**config.mk**
```make
export PLATFORM = sky130hd
export DESIGN_NAME = lsu_dmem
export DESIGN_NICKNAME = d
export VERILOG_FILES = /design/src/rtl/lsu_dmem.sv
export SDC_FILE = /design/constraint.sdc
export NUM_CORES = 1
export LEC_CHECK = 0
export CORE_UTILIZATION = 40
export DETAILED_ROUTE_END_ITERATION = 10
export PLACE_DENSITY_LB_ADDON = 0.12
export SLEW_MARGIN = 20
export SYNTH_ARGS = -nofsm -noshare
export SYNTH_HDL_FRONTEND = slang
export SYNTH_SLANG_ARGS = --single-unit
```
**constraint.sdc**
```tcl
create_clock -name clk -period 4.6 [get_ports clk]
set_input_delay 0.92 -clock clk [delete_from_list [all_inputs] [get_ports clk]]
set_output_delay 0.92 -clock clk [all_outputs]
set_load 0.02 [all_outputs]
```
**src/rtl/lsu_dmem.sv**
```systemverilog
// lsu_dmem: load/store unit between the core execute/writeback path and the
// data-memory bus. Formats byte lanes, byte enables and load extension, runs a
// req/ack handshake with a bounded wait, and stalls the core until done.
// Optional build macro: LSU_MISALIGN_TRAP_EN (misaligned H/HU/W become error
// responses with no bus access; otherwise low offset bits are truncated).
module lsu_dmem #(
  parameter int TIMEOUT = 255,
  parameter int CNT_W   = 16
) (
  input  logic        clk,
  input  logic        rst,
  input  logic        req_valid,
  input  logic        req_we,
  input  logic [2:0]  req_funct3,
  input  logic [31:0] req_addr,
  input  logic [31:0] req_wdata,
  output logic        stall,
  output logic        rsp_valid,
  output logic [31:0] rsp_rdata,
  output logic        rsp_err,
  output logic        mem_req,
  output logic        mem_we,
  output logic [31:0] mem_addr,
  output logic [3:0]  mem_be,
  output logic [31:0] mem_wdata,
  input  logic        mem_ack,
  input  logic [31:0] mem_rdata
);

  typedef enum logic [1:0] {S_IDLE, S_WAIT, S_RESP} state_t;

  state_t           state, state_nxt;
  logic [2:0]       funct3_q;
  logic [1:0]       lane_q;
  logic [CNT_W-1:0] cnt_q;

  logic        f3_legal;
  logic        misalign;
  logic        accept_ok;
  logic        accept_bad;
  logic        ack_hit;
  logic        tmo_hit;
  logic [3:0]  be_fmt;
  logic [31:0] wdata_fmt;
  logic [31:0] byte_sh;
  logic [31:0] half_sh;
  logic [31:0] load_data;

  // Decode which funct3 codes are legal for the requested direction
  always_comb begin
    f3_legal = 1'b0;
    case (req_funct3)
      3'b000, 3'b001, 3'b010: f3_legal = 1'b1;
      3'b100, 3'b101:         f3_legal = ~req_we;
      default:                f3_legal = 1'b0;
    endcase
  end

`ifdef LSU_MISALIGN_TRAP_EN
  // Halfwords need an even address, words need a word-aligned address
  always_comb begin
    misalign = ((req_funct3[1:0] == 2'b01) && req_addr[0]) ||
               ((req_funct3 == 3'b010) && (req_addr[1:0] != 2'b00));
  end
`else
  assign misalign = 1'b0;
`endif

  assign accept_ok  = req_valid & f3_legal & ~misalign;
  assign accept_bad = req_valid & ~(f3_legal & ~misalign);
  assign ack_hit    = mem_req & mem_ack;
  assign tmo_hit    = (cnt_q == CNT_W'(TIMEOUT - 1));

  assign rsp_valid  = (state == S_RESP);
  assign stall      = req_valid & ~rsp_valid;

  // Place store data on the addressed lanes and build the byte enables
  always_comb begin
    be_fmt    = 4'b1111;
    wdata_fmt = req_wdata;
    if (req_we) begin
      case (req_funct3[1:0])
        2'b00: begin
          wdata_fmt = {4{req_wdata[7:0]}};
          be_fmt    = 4'b0001 << req_addr[1:0];
        end
        2'b01: begin
          wdata_fmt = {2{req_wdata[15:0]}};
          be_fmt    = 4'b0011 << {req_addr[1], 1'b0};
        end
        default: begin
          wdata_fmt = req_wdata;
          be_fmt    = 4'b1111;
        end
      endcase
    end
  end

  // Pull the addressed byte/half out of the bus word and extend it
  always_comb begin
    byte_sh   = mem_rdata >> {lane_q, 3'b000};
    half_sh   = mem_rdata >> {lane_q[1], 4'b0000};
    load_data = 32'h0;
    case (funct3_q)
      3'b000:  load_data = {{24{byte_sh[7]}}, byte_sh[7:0]};
      3'b001:  load_data = {{16{half_sh[15]}}, half_sh[15:0]};
      3'b010:  load_data = mem_rdata;
      3'b100:  load_data = {24'h0, byte_sh[7:0]};
      3'b101:  load_data = {16'h0, half_sh[15:0]};
      default: load_data = 32'h0;
    endcase
  end

  // State register
  always_ff @(posedge clk or posedge rst) begin
    if (rst) state <= S_IDLE;
    else     state <= state_nxt;
  end

  // Next-state logic
  always_comb begin
    state_nxt = state;
    case (state)
      S_IDLE: begin
        if (accept_ok)       state_nxt = S_WAIT;
        else if (accept_bad) state_nxt = S_RESP;
      end
      S_WAIT:  if (ack_hit || tmo_hit) state_nxt = S_RESP;
      S_RESP:  state_nxt = S_IDLE;
      default: state_nxt = S_IDLE;
    endcase
  end

  // Bus request, captured request fields, wait counter and response data
  always_ff @(posedge clk or posedge rst) begin
    if (rst) begin
      mem_req   <= 1'b0;
      mem_we    <= 1'b0;
      mem_addr  <= 32'h0;
      mem_be    <= 4'h0;
      mem_wdata <= 32'h0;
      funct3_q  <= 3'b000;
      lane_q    <= 2'b00;
      cnt_q     <= '0;
      rsp_rdata <= 32'h0;
      rsp_err   <= 1'b0;
    end else begin
      case (state)
        S_IDLE: begin
          if (accept_ok) begin
            mem_req   <= 1'b1;
            mem_we    <= req_we;
            mem_addr  <= {req_addr[31:2], 2'b00};
            mem_be    <= be_fmt;
            mem_wdata <= wdata_fmt;
            funct3_q  <= req_funct3;
            lane_q    <= req_addr[1:0];
            cnt_q     <= '0;
            rsp_rdata <= 32'h0;
            rsp_err   <= 1'b0;
          end else if (accept_bad) begin
            rsp_rdata <= 32'h0;
            rsp_err   <= 1'b1;
          end
        end
        S_WAIT: begin
          // An ack on the last allowed cycle still completes normally
          if (ack_hit) begin
            mem_req   <= 1'b0;
            rsp_err   <= 1'b0;
            rsp_rdata <= mem_we ? 32'h0 : load_data;
          end else if (tmo_hit) begin
            mem_req   <= 1'b0;
            rsp_err   <= 1'b1;
            rsp_rdata <= 32'h0;
          end else begin
            cnt_q <= cnt_q + CNT_W'(1);
          end
        end
        default: ;
      endcase
    end
  end

endmodule
```
# Yosys cells after proc, flatten, opt, wreduce, memory -nomap -nowiden

Index checks and enable logic that the tools add are counted.

Register bits after elaboration: 124
Input port bits: 104
Output and inout port bits: 105
Word-level logic and storage cells: 83

$add $sub $neg: 1
Eq/ne operators: 18
Shift-type cells: 4
Mux-type cells: 29
Bitwise gates (word level): 7
Reductions and logical operators: 13

Operator list:

| operator                                                                | number |
|---|---|
| 32-bit two-way mux                                                      | 6 |
| 32-bit one-hot mux with 5 select lines                                  | 1 |
| 32-bit one-hot mux with 2 select lines                                  | 2 |
| 16-bit two-way mux                                                      | 3 |
| 16-bit one-hot mux with 2 select lines                                  | 1 |
| 32-bit by 5-bit right shift with 16-bit output                          | 1 |
| 32-bit by 5-bit right shift with 8-bit output                           | 1 |
| 16-bit by 1-bit adder with 16-bit output (second input constant)        | 1 |
| 16-bit by 8-bit equality test with 1-bit output (second input constant) | 1 |
| 3-bit equality test (second input constant)                             | 4 |
| 2-bit inequality test (second input constant)                           | 4 |
| 4-bit one-hot mux with 2 select lines                                   | 1 |
| 1-bit two-way mux                                                       | 7 |
| 3-bit by 1-bit equality test with 1-bit output (second input constant)  | 2 |
| 3-bit by 2-bit equality test with 1-bit output (second input constant)  | 2 |
| 3-bit logical NOT                                                       | 2 |
| 2-bit two-way mux                                                       | 3 |
| 3-bit inequality test (second input constant)                           | 2 |
| 1-bit one-hot mux with 2 select lines                                   | 3 |
| 3-bit AND reduction                                                     | 2 |
| 1-bit AND                                                               | 4 |
| 2-bit by 1-bit equality test with 1-bit output (second input constant)  | 2 |
| 2-bit logical NOT                                                       | 2 |
| 4-bit two-way mux                                                       | 1 |
| 11 further kinds                                                        | 14 |

# Longest topological paths before layout

Gate-level depths: netlist of run 1.

Word-level depth: 8
Depth in mapped cells: 7
Depth with buffers taken out: 6

# Worst setup path before layout of run 1

No wires, ideal clock.

Path kind: input to register
From: input mem_ack
To: register cnt_q[9]
Library setup time: 0.078 ns
Data arrival time: 2.303 ns
Required time: 4.522 ns
Path slack: 2.219 ns
Stages: 5
Buffers on the path: 1
Cell sequence: and2_0 > or4_1 > buf_2 > or4_1 > a21oi_1

Longest elaborated chain between the ends: 3

Ends and longest elaborated chain:

| element                         | line | source |
|---|---|---|
| start: declaration              | 26   | `input logic mem_ack,` |
| 1-bit AND                       | 71   | `assign ack_hit = mem_req & mem_ack;` |
| 2-bit inequality test (no line) | -    |  |
| 4-bit AND reduction (no line)   | -    |  |
| end signal: assignment          | 177  | `cnt_q <= cnt_q + CNT_W'(1);` |
| end: declaration                | 35   | `logic [CNT_W-1:0] cnt_q;` |

Every way passes these cells.
A chain may end at the register's enable or synchronous reset.

# Worst setup path after layout of run 1

From: input req_valid
To: output stall

Longest elaborated chain between the ends: 1

Ends and longest elaborated chain:

| element            | line | source |
|---|---|---|
| start: declaration | 12   | `input logic req_valid,` |
| 1-bit AND          | 75   | `assign stall = req_valid & ~rsp_valid;` |
| end: declaration   | 17   | `output logic stall,` |

Every way passes these cells.

==> results_dict.tcl, run 1 <==
set metrics [dict create \
    status "completed" \
    area_growth_pct 48.2 \
    ys_seq_area_share_pct 53.7 \
    p_per_area_nw_per_um2 301 \
    regArea_sq_um 3100 \
    drive_above_1_share_pct 6.48 \
    r2r.worst_path.cells 4 \
    grt_busiest_layer "met2" \
    crit_path_start_kind "primary input" \
    diodes 0 \
    p_leak_nw 3.89 \
    crit_chain "clkdlybuf4s50_1 > nor2b_1 > clkdlybuf4s50_1" \
    ys_warn_count 0 \
    cts_hold_buf 0 \
    hold_class "flop to flop" \
    grt_use_total_pct 23.3 \
    hpwl_um 11900 \
    start_util_pct 41.3 \
    cp_max_fo 5 \
    syn_avg_cell_area_sq_um 9.36 \
    fmax_mhz 317 \
    period_share_pct 68.6 \
    synthCells 617 \
    slew_viol_final 0 \
    synth_commonest_cells "nand2_1 (193), dfrtp_1 (124), clkbuf_1 (38), nor2_1 (36), nand3_1 (21)" \
    ios 209 \
    fillers 1207 \
    finalCriticalPeriod_ns 3.16 \
    worst_path_max_delay_cell "clkdlybuf4s50_1" \
    synthTopCellsByArea "dfrtp_1 (54%), nand2_1 (13%), clkbuf_1 (2.5%)" \
    gp_congestion 0.834 \
    antenna_found_initial 0 \
    r2r_start "state[1]" \
    rows 43 \
    async_flop_share_pct 100 \
    dpl_cell_area_sq_um 7970 \
    synth.most_common_cell "nand2_1" \
    antenna_left 0 \
    final.setup.tns_ns 0 \
    fin_ws_ns 1.44 \
    cts.clk_slew.worst_paths_ns 0.05 \
    synth_area_sq_um 5780 \
    ys_ff_latch 124 \
    viasPerCell 5.33 \
    grt_pass1_wl_um 26400 \
    ys_types 53 \
    max_cap_violations 0 \
    grt_pass1_vias 5222 \
    total_power_mw 2.58 \
    fin_area_sq_um 8560 \
    worstHoldPathCells 2 \
    die_area_sq_um 14900 \
    hold_path_end "mem_addr[6]" \
    ff2ff_setup_slack_ns 2.40 \
    required_ns 3.68 \
    path_class "primary input to output port" \
    slew_headroom_pct 24.7 \
    fin_worst_skew_ns 0.00774 \
    port_buffers 206 \
    worst_path_most_repeated_cell "clkdlybuf4s50_1" \
    core_area_sq_um 14000 \
    post_drt_wl_per_cell_um 16.8 \
    post-cts-setup-buffers 0 \
    tightest_slew_ns 1.13 \
    arrival_ns 2.24 \
    cts_resized 0 \
    ctsRootBufferMaster "clkbuf_16" \
    max-vdd-ir-drop_uv 231 \
    utilization_pct 61.2 \
    setup_viol 0 \
    critPathMaxStageDelay_ns 0.61 \
    overflow 0 \
    clk_latency_ns 0.41 \
    hold_start "mem_addr[6]" \
    r2r_end "rsp_rdata[31]" \
    firstDrtPassIters 6 \
    drt_iter0_drc 452 \
    drc 0 \
    yosysTopAreaCell "dfrtp_1" \
    grt_use_met1_pct 29.4 \
    synth_ff_type "dfrtp_1" \
    cp_num_buf_inv 2 \
    cts_buffers 17 \
    grt_setup_unrepaired "false" \
    synth_edf_count 0 \
    synth_top_cell_area_share_pct 53.7 \
    drt_wl_total_um 16800 \
    h-tree-depth 4 \
    crit_cells 3 \
    path_delay_family "buffers and inverters" \
    place_ws_ns 1.41 \
    clock_sinks 124 \
    use_met3_pct 8.85 \
    clockBufferDepth 2 \
    fin_nets 912 \
    fp.dieW_um 122 \
    grt_max_degree 76 \
    multi_input_area_sq_um 2490 \
    tritoncts "built" \
    crit_path_end_kind "output port" \
    vias 5323 \
    use_met2_pct 36.0 \
    die_h_um 122 \
    hold_violations 0 \
]
-- cell type report --
type                       count  share of cell area [%]
sequential                   124                    36.2
multi-input combinational    443                    29.1
timing repair buffer         214                    24.9
clock buffer                  24                    5.74
tap                          180                    2.63
clock inverter                 7                    1.02
inverter                       6                   0.292
-- cells in the final DEF (no fill, tap or decap), types with 3 or more instances in the layout --
cell               n
o31ai_1           19
nor4b_1            4
a221oi_1           8
a31oi_1           11
nand2b_1           8
clkinv_2           4
clkbuf_1           3
clkbuf_16         17
nand2_1          193
or4_1              5
o21ai_0            9
and3_1             4
mux2_2             8
dfrtp_1          124
nor2_1            36
clkbuf_8           4
and3b_1            3
nor2b_1            9
nor3_1             4
a222oi_1           8
mux2i_1            8
o2bb2ai_1         16
buf_4              7
a211oi_1           8
clkdlybuf4s50_1  206
nand4_1            5
a21oi_1           10
inv_1              5
a22o_1            16
nand3_1           21
-- flip-flops by register name (all words and copies together) (netlist names) --
register and flops:
mem_addr 30, cnt_q 16, mem_we 1, rsp_err 1, mem_wdata 32, lane_q 2
state 2, funct3_q 3, mem_req 1, mem_be 4, rsp_rdata 32
-- power by group --
group	leakage, nW	internal, mW	switching (mW)	total (mW)
logic	1.93	0.0983	0.0777	0.176
registers	1.67	1.09	0	1.09
clock network	0.286	0.847	0.465	1.31
total	3.89	2.04	0.542	2.58
-- per-layer routing --
metal | up-vias | share of wire (%) | wire length (um)
li1 | 2541 | - | -
met1 | 2569 | 43 | 7150
met2 | 189 | 47 | 7860
met3 | 24 | 8.6 | 1450
met4 | 0 | 2.0 | 335
met5 | - | 0 | 0
-- through the flow --
step / hold slack [ns] / std cells
after floorplan: 0.472 / 618
after global placement: 0.460 / 967
after detailed placement: 0.461 / 967
after CTS: 0.475 / 998
after global routing: 0.495 / 998
final: 0.473 / 998
-- how the worst max path moves through the flow --
stage	end	slack, ns	from
3_5_place_dp	mem_be[1]	1.41	req_funct3[1]
6_report	stall	1.44	req_valid
5_1_grt	stall	1.41	req_valid
3_3_place_gp	stall	1.45	req_valid
2_1_floorplan	cnt_q[0]	0.38	rst
4_1_cts	stall	1.45	req_valid
-- cells by family after synthesis --
family,Yosys count,share of synthesized area (%)
AND/OR/NAND/NOR,305,23.4
multiplexers,17,3.33
buffers and inverters,51,3.49
other,1,0.0649
flip-flops,124,53.7
AO/OA/AOI/OAI,117,15.5
adder cells (fa/ha/maj),2,0.433
-- worst register-to-register path, stage by stage (launching register included) --
cell	delay, ns
dfrtp_1	0.41
nand2b_4	0.18
or3_1	0.40
a211oi_2	0.89
a22o_1	0.25
(Power assumes the default switching activity.)
==> run 2, diff against run 1 <==
- clock period: 4.6 -> 3.1 ns (I/O delays scaled with it)
==> run 2 against run 1 <==
Power rose by 64%. Clock skew shrank 0.0012 ns. Non-clock buffer count rose by 5. Sequential share of layout area fell by 0.81 points. Sequential power is 49% higher. Cell area grew 2.3%. Die area unchanged. Routed wire length rose by 2.2%. Setup slack worse by 0.92 ns. Global-route usage increased by 0.83 points. Worst hold slack got worse by 0.0020 ns. Sequential cell count did not move. Largest cell class unchanged. Largest power group unchanged. Highest routed layer unchanged.
==> results_dict.tcl, run 2 (synthesis gave the netlist of run 1 again) <==
set metrics [dict create \
    rows 43 \
    swShare_pct 19.9 \
    hold_class "flop to flop" \
    cts_buffers 17 \
    finalCriticalPeriod_ns 2.58 \
    cts_resized 0 \
    fin_ws_ns 0.521 \
    layout_commonest_cell "clkdlybuf4s50_1" \
    place_ws_ns 0.412 \
    hold_slack_ns 0.471 \
    post_drt_wl_per_cell_um 17.1 \
    post-cts-setup-buffers 0 \
    clock_sinks 124 \
    core_area_sq_um 14000 \
    required_ns 2.48 \
    viasPerCell 5.34 \
    grt_setup_unrepaired "false" \
    fp.dieW_um 122 \
    cts_hold_buf 0 \
    slew_headroom_pct 31.9 \
    ctsRootBufferMaster "clkbuf_16" \
    p_leak_nw 3.98 \
    vias 5358 \
    slew_viol_final 0 \
    p_sw_uw 844 \
    drt_iter0_drc 429 \
    port_buffers 206 \
    final_cell_mix "clkdlybuf4s50_1 (206), nand2_1 (193), dfrtp_1 (124)" \
    placed_cells 972 \
    p_per_area_nw_per_um2 484 \
    drc 0 \
    drt_wl_total_um 17200 \
    overflow 0 \
    firstDrtPassIters 7 \
    reg_top3 "mem_wdata (32), rsp_rdata (32), mem_addr (30)" \
    grt_pass1_wl_um 27300 \
    crit_path_end_kind "output port" \
    antenna_found_initial 0 \
    fin_nets 917 \
    ios 209 \
    status "completed" \
    max-vdd-ir-drop_uv 401 \
    utilization_pct 62.6 \
    total_power_mw 4.24 \
    grt_pass1_vias 5413 \
    arrival_ns 1.96 \
    p_comb_share_pct 6.3 \
    h-tree-depth 4 \
    final.setup.tns_ns 0 \
    antenna_left 0 \
    hold_violations 0 \
    fin_area_sq_um 8760 \
    gp_congestion 0.853 \
    tritoncts "built" \
    clk_latency_ns 0.42 \
    grt_use_total_pct 24.2 \
    hpwl_um 12300 \
    area_growth_pct 51.6 \
    setup_viol 0 \
    drive_above_1_share_pct 7.40 \
    die_area_sq_um 14900 \
    max_cap_violations 0 \
    dpl_cell_area_sq_um 8060 \
    fmax_mhz 388 \
    tightest_slew_ns 1.02 \
    cp_max_fo 5 \
    diodes 0 \
    p_int_mw 3.40 \
    start_util_pct 41.3 \
    cts.clk_slew.worst_paths_ns 0.06 \
    r2r.worst_path.cells 4 \
    crit_path_start_kind "primary input" \
    p_clk_share_pct 55.5 \
    period_share_pct 83.2 \
    clockBufferDepth 2 \
    fin_cells 1004 \
    die_h_um 122 \
    fin_worst_skew_ns 0.00658 \
    path_class "primary input to output port" \
    pwr-share-seq_pct 38.2 \
    worstHoldPathCells 2 \
    grt_max_degree 56 \
]
run 2: routing by layer:
| metal | wire, um | global-route usage [%] |
|---|---|---|
| met1 | 7040 | 29.0 |
| met2 | 8360 | 39.6 |
| met3 | 1470 | 9.41 |
| met4 | 306 | 8.16 |
| met5 | 0 | 0 |
run 2: layout make-up:
class / count / area (sq um)
multi-input combinational: 443 / 2480
tap: 180 / 225
clock inverter: 12 / 240
clock buffer: 20 / 457
sequential: 124 / 3100
inverter: 6 / 26.3
timing repair buffer: 219 / 2220
fill: 1179 / 5230
run 2: final timing paths:
| path | startpoint | end | slack, ns |
|---|---|---|---|
| hold reg to reg | mem_addr[15] | mem_addr[15] | 0.47 |
| max in group asynchronous | rst | mem_addr[6] | 1.77 |
| hold / removal | mem_addr[15] | mem_addr[15] | 0.47 |
| setup / recovery | req_valid | stall | 0.52 |
| setup reg to reg | lane_q[1] | rsp_rdata[14] | 0.90 |
| min in group asynchronous | rst | rsp_rdata[4] | 0.70 |
run 2: power by group through the flow:
stage                     Clock, mW  Combinational (mW)  Sequential (mW)
final                          2.35               0.268             1.62
after global routing           2.47               0.290             1.62
after CTS                      2.38               0.271             1.62
after detailed placement          0               0.270             1.65
after global placement            0               0.268             1.65
after floorplan                   0              0.0858             1.65
run 2: worst max-delay path, cell delays in order:
cell	delay [ns]
clkdlybuf4s50_1	0.58
nor2b_1	0.15
clkdlybuf4s50_1	0.61
==> run 3, diff against run 2 <==
- clock period: 3.1 -> 2.3 ns (I/O delays scaled with it)
==> run 3 against run 2 <==
Via count is 1.1% higher. Cell count is 0.80% higher. Utilization is 0.36 points higher. Critical path type is now flop to output port. Largest power group unchanged.
==> results_dict.tcl, run 3 (synthesis gave the netlist of run 1 again) <==
set metrics [dict create \
    dpl_cell_area_sq_um 8150 \
    p_sw_mw 1.13 \
    start_util_pct 41.3 \
    port_buffers 206 \
    place_ws_ns -0.171 \
    final.setup.tns_ns 0 \
    hold_slack_ns 0.472 \
    hold_violations 0 \
    area_growth_pct 52.4 \
    reg_top3 "mem_wdata (32), rsp_rdata (32), mem_addr (30)" \
    hpwl_um 12100 \
    swShare_pct 20.5 \
    h-tree-depth 4 \
    p_comb_share_pct 6.6 \
    status "completed" \
    cts_buffers 17 \
    gp_congestion 0.876 \
    diodes 0 \
    final_cell_mix "clkdlybuf4s50_1 (205), nand2_1 (193), dfrtp_1 (124)" \
    antenna_found_initial 0 \
    layout_commonest_cell "clkdlybuf4s50_1" \
    setup_viol 0 \
    grt_setup_unrepaired "false" \
    crit_path_start_kind "flop" \
    drt_wl_total_um 17100 \
    viasPerCell 5.35 \
    hold_class "flop to flop" \
    slew_headroom_pct 63.7 \
    ctsRootBufferMaster "clkbuf_16" \
    fillers 1189 \
    fin_cells 1012 \
    crit_path_end_kind "output port" \
    clock_sinks 124 \
    core_area_sq_um 14000 \
    grt_pass1_wl_um 27300 \
    die_area_sq_um 14900 \
    regArea_sq_um 3100 \
    max_cap_violations 0 \
    max-vdd-ir-drop_uv 480 \
    fin_nets 925 \
    period_share_pct 95.3 \
    rows 43 \
    pwr-share-seq_pct 39.5 \
    utilization_pct 63.0 \
    grt_max_degree 68 \
    fin_worst_skew_ns 0.00710 \
    cts_hold_buf 0 \
    arrival_ns 1.73 \
    clk_latency_ns 0.41 \
    die_h_um 122 \
    slew_viol_final 0 \
    ios 209 \
    vias 5415 \
    cts.clk_slew.worst_paths_ns 0.05 \
    grt_pass1_vias 5433 \
    drc 0 \
    p_per_area_nw_per_um2 628 \
    finalCriticalPeriod_ns 2.19 \
    antenna_left 0 \
    tightest_slew_ns 0.543 \
    drive_above_1_share_pct 8.29 \
    fin_ws_ns 0.108 \
    p_leak_nw 4.02 \
    p_int_mw 4.39 \
    firstDrtPassIters 7 \
    multi_input_area_sq_um 2480 \
    fp.dieW_um 122 \
    p_clk_share_pct 53.9 \
    required_ns 1.84 \
    fin_area_sq_um 8810 \
    path_class "flop to output port" \
    tritoncts "built" \
    total_power_mw 5.53 \
    grt_use_total_pct 23.8 \
    placed_cells 980 \
    fmax_mhz 456 \
    post_drt_wl_per_cell_um 16.9 \
    overflow 0 \
    cp_max_fo 4 \
    drt_iter0_drc 362 \
    clockBufferDepth 2 \
]
run 3: cell types whose count changed in the layout (fill, tap and decap cells not counted):
cell,previous run,this run
clkdlybuf4s50_1,206,205
clkbuf_8,2,3
dlymetal6s2s_1,0,1
buf_12,5,7
bufinv_16,7,5
buf_4,8,14
clkinv_4,0,1
run 3: worst paths after layout:
check | slack, ns | startpoint | cells after the start | to
setup reg to reg | 0.29 | state[1] | 4 | cnt_q[15]
max in group asynchronous | 1.45 | rst | 3 | mem_addr[19]
min in group asynchronous | 0.52 | rst | 3 | rsp_rdata[0]
hold / removal | 0.47 | mem_addr[17] | 2 | mem_addr[17]
hold reg to reg | 0.47 | mem_addr[17] | 2 | mem_addr[17]
setup / recovery | 0.11 | state[0] | 2 | rsp_valid
run 3: final cells by class:
cell class              count  share of cell area (%)
flip-flops and latches    124                    35.2
multi-input cells         443                    28.2
repair buffers            227                    26.2
clock buffers              21                    5.34
well taps                 180                    2.56
clock inverters            11                    2.15
inverters                   6                   0.298
run 3: worst max-delay path: stages (launching register included):
cell	delay, ns
dfrtp_1	0.43
and2b_1	0.28
clkdlybuf4s50_1	0.62
run 3: timing repair:
action / in CTS / in global routing
endpoints found under the hold margin: 0 / 0
gates resized for setup: 0 / 1
setup endpoints to repair: 0 / 1
setup buffers: 0 / 0
run 3: metal layers:
layer	global-route usage [%]	wire length [um]	vias to the layer above
li1	-	-	2563
met1	28.5	6960	2615
met2	38.0	8240	197
met3	8.66	1390	40
met4	11.1	483	0
met5	0	0	-
run 3: power groups by stage:
stage | Clock, mW | Sequential (mW) | Combinational, mW
5_1_grt | 3.13 | 2.18 | 0.398
3_5_place_dp | 0 | 2.22 | 0.367
6_report | 2.98 | 2.18 | 0.366
2_1_floorplan | 0 | 2.22 | 0.116
4_1_cts | 3.01 | 2.18 | 0.370
3_3_place_gp | 0 | 2.22 | 0.363
